[config.mk]
export PLATFORM = sky130hd
export DESIGN_NAME = tx_skp_inserter
export DESIGN_NICKNAME = d
export VERILOG_FILES = /design/src/rtl/tx_skp_inserter.sv
export SDC_FILE = /design/constraint.sdc
export NUM_CORES = 1
export LEC_CHECK = 0
export BUFFER_PORTS_ARGS = -buffer_cell sky130_fd_sc_hd__buf_2
export CAP_MARGIN = 40
export CORE_ASPECT_RATIO = 1.75
export CORE_MARGIN = 3
export CORE_UTILIZATION = 53
export DETAILED_ROUTE_END_ITERATION = 6
export GPL_TIMING_DRIVEN = 0
export PLACE_DENSITY = 0.79
export SLEW_MARGIN = 20
export SYNTH_ARGS = -nofsm -noshare
export SYNTH_HDL_FRONTEND = slang
export SYNTH_SLANG_ARGS = --single-unit
[constraint.sdc]
create_clock -name clk -period 2 [get_ports clk]
set_clock_uncertainty 0.2 [all_clocks]
set_input_delay 0.4 -clock clk [delete_from_list [all_inputs] [get_ports clk]]
set_output_delay 0.4 -clock clk [all_outputs]
set_load 0.005 [all_outputs]
[src/rtl/tx_skp_inserter.sv]
// Transmit SKP ordered-set inserter feeding the 8-bit scrambler: passes framer symbols through,
// fills gaps with logical idle, and inserts COM + SKP_COUNT x SKP between packets on a fixed interval.
module tx_skp_inserter #(
    parameter int SKP_INTERVAL = 1180,
    parameter int SKP_COUNT    = 3
) (
    input  logic       clk,
    input  logic       rst,
    input  logic [7:0] in_data,
    input  logic       in_k,
    input  logic       in_valid,
    output logic       in_ready,
    output logic [7:0] out_data,
    output logic       out_k,
    output logic       skp_sent,
    output logic       err_underrun
);

    localparam int               CNT_W    = (SKP_INTERVAL > 1) ? $clog2(SKP_INTERVAL) : 1;
    localparam logic [CNT_W-1:0] CNT_LAST = CNT_W'(SKP_INTERVAL - 1);
    localparam logic [CNT_W-1:0] CNT_ONE  = CNT_W'(1);
    localparam logic [2:0]       SKP_LAST = 3'(SKP_COUNT - 1);

    localparam logic [7:0] SYM_IDLE = 8'h00;
    localparam logic [7:0] SYM_COM  = 8'hBC;
    localparam logic [7:0] SYM_SKP  = 8'h1C;
    localparam logic [7:0] SYM_STP  = 8'hFB;
    localparam logic [7:0] SYM_SDP  = 8'h5C;
    localparam logic [7:0] SYM_END  = 8'hFD;
    localparam logic [7:0] SYM_EDB  = 8'hFE;

    typedef enum logic {
        ST_PASS,
        ST_SKP
    } state_t;

    state_t           state_q, state_d;
    logic [CNT_W-1:0] cnt_q, cnt_d;
    logic [1:0]       pending_q, pending_d;
    logic [2:0]       skp_idx_q, skp_idx_d;
    logic             in_pkt_q, in_pkt_d;
    logic [7:0]       out_data_q, out_data_d;
    logic             out_k_q, out_k_d;
    logic             skp_sent_q, skp_sent_d;
    logic             err_underrun_q, err_underrun_d;

    logic wrap;
    logic insert;
    logic accept;
    logic pkt_start;
    logic pkt_end;

    // A set may only start from PASS while no packet is open; that cycle stalls the framer.
    assign wrap      = (cnt_q == CNT_LAST);
    assign insert    = (state_q == ST_PASS) && (pending_q != 2'd0) && !in_pkt_q;
    assign in_ready  = !rst && (state_q == ST_PASS) && !insert;
    assign accept    = in_valid && in_ready;
    assign pkt_start = in_k && ((in_data == SYM_STP) || (in_data == SYM_SDP));
    assign pkt_end   = in_k && ((in_data == SYM_END) || (in_data == SYM_EDB));

    assign cnt_d = wrap ? '0 : (cnt_q + CNT_ONE);

    // A wrap coinciding with a set start cancels out; the backlog saturates at 3.
    always_comb begin
        pending_d = pending_q;
        if (wrap && !insert) begin
            if (pending_q != 2'd3) begin
                pending_d = pending_q + 2'd1;
            end
        end else if (insert && !wrap) begin
            pending_d = pending_q - 2'd1;
        end
    end

    always_comb begin
        // NOTE: every next-state signal gets a default first, so no path can infer a latch.
        state_d        = state_q;
        skp_idx_d      = skp_idx_q;
        in_pkt_d       = in_pkt_q;
        out_data_d     = SYM_IDLE;
        out_k_d        = 1'b0;
        skp_sent_d     = 1'b0;
        err_underrun_d = 1'b0;

        case (state_q)
            ST_PASS: begin
                if (insert) begin
                    out_data_d = SYM_COM;
                    out_k_d    = 1'b1;
                    skp_sent_d = 1'b1;
                    skp_idx_d  = 3'd0;
                    state_d    = ST_SKP;
                end else if (accept) begin
                    out_data_d = in_data;
                    out_k_d    = in_k;
                    if (pkt_start) begin
                        in_pkt_d = 1'b1;
                    end else if (pkt_end) begin
                        in_pkt_d = 1'b0;
                    end
                end else if (in_pkt_q) begin
                    err_underrun_d = 1'b1;
                end
            end
            ST_SKP: begin
                out_data_d = SYM_SKP;
                out_k_d    = 1'b1;
                skp_idx_d  = skp_idx_q + 3'd1;
                if (skp_idx_q == SKP_LAST) begin
                    state_d = ST_PASS;
                end
            end
        endcase
    end

    // NOTE: sequential state is updated with non-blocking assignments only.
    always_ff @(posedge clk) begin
        if (rst) begin
            state_q        <= ST_PASS;
            cnt_q          <= '0;
            pending_q      <= 2'd0;
            skp_idx_q      <= 3'd0;
            in_pkt_q       <= 1'b0;
            out_data_q     <= SYM_IDLE;
            out_k_q        <= 1'b0;
            skp_sent_q     <= 1'b0;
            err_underrun_q <= 1'b0;
        end else begin
            state_q        <= state_d;
            cnt_q          <= cnt_d;
            pending_q      <= pending_d;
            skp_idx_q      <= skp_idx_d;
            in_pkt_q       <= in_pkt_d;
            out_data_q     <= out_data_d;
            out_k_q        <= out_k_d;
            skp_sent_q     <= skp_sent_d;
            err_underrun_q <= err_underrun_d;
        end
    end

    assign out_data     = out_data_q;
    assign out_k        = out_k_q;
    assign skp_sent     = skp_sent_q;
    assign err_underrun = err_underrun_q;

endmodule

==> impl_metrics.tcl <==
set metrics [dict create \
    outcome "finished clean" \
    yosys.area_share.xor_xnor_pct 6.97 \
    rrSetupSlack_ns 0.29 \
    fin_area_mm2 0.00148 \
    dpl_cell_area_mm2 0.00140 \
    place_ws_ns 0.279 \
    tns_ns 0 \
    synthMuxAreaShare_pct 1.69 \
    nets 186 \
    seqCellArea_um2 582 \
    grt.total_usage_pct 18.8 \
    root_buffer "clkbuf_4" \
    grt_max_degree 11 \
    grt_pass1_wl_um 4320 \
    avgSynthCellArea_um2 9.05 \
    totalWireLength_um 2530 \
    rr_startpoint "cnt_q[0]" \
    worst_pin_slew_ns 0.450 \
    synth_top_cell_area_share_pct 46.2 \
    synth_compound_area_share_pct 8.96 \
    clkPwrFrac_pct 34.7 \
    hpwl_um 1900 \
    drc_errors 0 \
    n_antenna_cell 0 \
    crit_chain "o21bai_1 > buf_4 > nor3b_2 > buf_2" \
    slew-limit-headroom_pct 69.9 \
    arrival_ns 1.30 \
    io_buffers 22 \
    hold_start "rst" \
    slowest_stage "dfxtp_1" \
    power_frac_seq_pct 58.8 \
    ant_nets 0 \
    multi_input_area_um2 634 \
    viasPerCell 5.58 \
    antenna_found_initial 0 \
    gp_congestion 0.763 \
    period_needed_ns 1.90 \
    synth-simple-area-share_pct 29.5 \
    syn_area_mm2 0.00126 \
    comb_power_share_pct 6.5 \
    synthCells 139 \
    min_path_type "input port to flip-flop" \
    syn_to_final_growth_pct 18.0 \
    setup_viol 0 \
    p_int_mw 0.787 \
    yosys_warnings 0 \
    start_kind "flip-flop" \
    clkSlewWorstSetupHoldPaths_ns 0.09 \
    p_sw_share_pct 22.4 \
    clk_latency_ns 0.32 \
    peakVddDrop_mv 0.477 \
    maxSlewViolCount 0 \
    cpPeakStageDelay_ns 0.38 \
    mostFrequentLayoutCell "dfxtp_1" \
    synth_top_family_by_area "simple AND/OR/NAND/NOR gates" \
    hold_violations 0 \
    p_leak_nw 0.606 \
    avgRoutedWirePerCell_um 12.9 \
    fin_util_pct 68.2 \
    seq_area_frac_synth_pct 46.2 \
    chipWidth_um 42.8 \
    synth_nets 154 \
    start_util_pct 57.8 \
    drive_above_1_share_pct 25.1 \
    synth-edff-count 0 \
    powerDensity_mw_per_mm2 684 \
    core_mm2 0.00217 \
    cts_made_buffers 5 \
    ys_types 35 \
    num_rows 22 \
    async_flop_share_pct 0 \
    cts_sinks 29 \
    criticalPathCategory "flip-flop to output pin" \
    dieHeight_um 70.4 \
    reg2regPathDepth 5 \
    holdPathStages 2 \
    synthAdderAreaFrac_pct 2.99 \
    synth_top_flop_cell "dfxtp_1" \
    ys_ff_latch 29 \
    switchingPower_mw 0.228 \
    setup_ws_ns 0.102 \
    dieArea_mm2 0.00302 \
    h-tree-depth 2 \
    crit_start "in_pkt_q" \
    synthTopCellsByArea "dfxtp_1 46%, nor2_1 5.1%, xnor2_1 4.2%, nand2_1 3.9%, ha_1 3.0%" \
    min_to "out_data[7]" \
    via_count 1088 \
    yosysTopAreaCell "dfxtp_1" \
    grt_pass1_vias 1051 \
    grt_overflow 0 \
    path_max_fanout 5 \
    cts_tree "done" \
    end_kind "output pin" \
    max_freq_mhz 527 \
    final_cell_mix "28 x dfxtp_1, 23 x buf_2, 17 x nor2_1" \
    nFillCells 192 \
    cts_buffer_depth 2 \
    io_pins 24 \
    worstPathRequired_ns 1.40 \
    cts_hold_buf 0 \
    drt-initial-drc-count 20 \
    total_power_mw 1.01 \
    drv_cap 0 \
    r2r-end "pending_q[0]" \
    first_pass_iters 4 \
    min_period_over_period_pct 94.9 \
]
## cells by family (layout without fill, tap and decap cells)
family | Yosys count | after routing
compound gates | 18 | 18
xor+xnor | 10 | 10
fa+ha+maj | 3 | 3
buf+inv | 8 | 40
flops | 29 | 29
mux | 2 | 2
simple gates | 69 | 69
## power by group through the flow
| stage | Combinational, mW | Sequential (mW) | Clock (mW) |
|---|---|---|---|
| 2_1_floorplan | 0.0348 | 0.610 | 0 |
| 3_3_place_gp | 0.0635 | 0.610 | 0 |
| 3_5_place_dp | 0.0661 | 0.610 | 0 |
| 4_1_cts | 0.0668 | 0.597 | 0.363 |
| 5_1_grt | 0.0758 | 0.598 | 0.383 |
| 6_report | 0.0661 | 0.596 | 0.352 |
## synth_stat cells (2+ instances only)
master	count
a211oi_1	3
a21oi_1	7
a311o_1	2
and3_1	4
buf_2	2
buf_6	2
dfxtp_1	29
ha_1	3
inv_1	3
nand2_1	13
nand2b_1	2
nand3_1	5
nand4_1	3
nor2_1	17
nor2b_1	5
nor3_1	5
nor4_1	3
nor4b_1	2
o21ai_0	3
o22ai_1	2
or2_2	2
xnor2_1	6
xor2_1	4
## area by class of cell
type | instances | share of cell area (%)
Multi-Input combinational cell | 102 | 42.7
Sequential cell | 29 | 39.2
Timing Repair Buffer | 25 | 8.94
Clock buffer | 7 | 3.71
Buffer | 5 | 2.61
Tap cell | 24 | 2.02
Inverter | 3 | 0.759
## metrics by stage
| step | hold WS (ns) | cells |
|---|---|---|
| 2_1_floorplan | 0.230 | 139 |
| 5_1_grt | 0.0893 | 195 |
| 3_5_place_dp | 0.260 | 185 |
| 3_3_place_gp | 0.254 | 185 |
| 4_1_cts | 0.0752 | 192 |
| 6_report | 0.0876 | 195 |
## state kept, by name, indices dropped and copies added (netlist names)
signal	count
out_data	8
out_k	1
pending_q	2
cnt_q	11
skp_sent	1
err_underrun	1
in_pkt_q	1
state_q	1
skp_idx_q	3
## routing by layer
layer,vias to the layer above,global-route usage [%],part of all wire (%)
li1,546,-,-
met1,502,17.8,37
met2,32,33.9,54
met3,8,4.64,5.9
met4,0,12.1,2.5
met5,-,0,0
## how the worst max path moves through the flow
| stage | end | slack [ns] | depth (start not counted) |
|---|---|---|---|
| after floorplan | pending_q[0] | 0.48 | 5 |
| after global placement | pending_q[0] | 0.34 | 5 |
| after detailed placement | pending_q[0] | 0.28 | 5 |
| after CTS | in_ready | 0.05 | 4 |
| after global routing | in_ready | -0.007 | 4 |
| final | in_ready | 0.10 | 4 |
## worst max-delay path, delay by kind of cell, from the launching register on
family / cells / cell delay, ns
and+or+nand+nor: 1 / 0.16
DFF: 1 / 0.38
buffers and inverters: 2 / 0.30
AOI/OAI and AO/OA: 1 / 0.14
## repair_timing
action,4_1_cts,5_1_grt
setup buffers,0,3
resized for setup,2,1
pin swaps,0,1
setup endpoints to repair,1,1
Note: power is estimated with default switching activity, not from simulation.
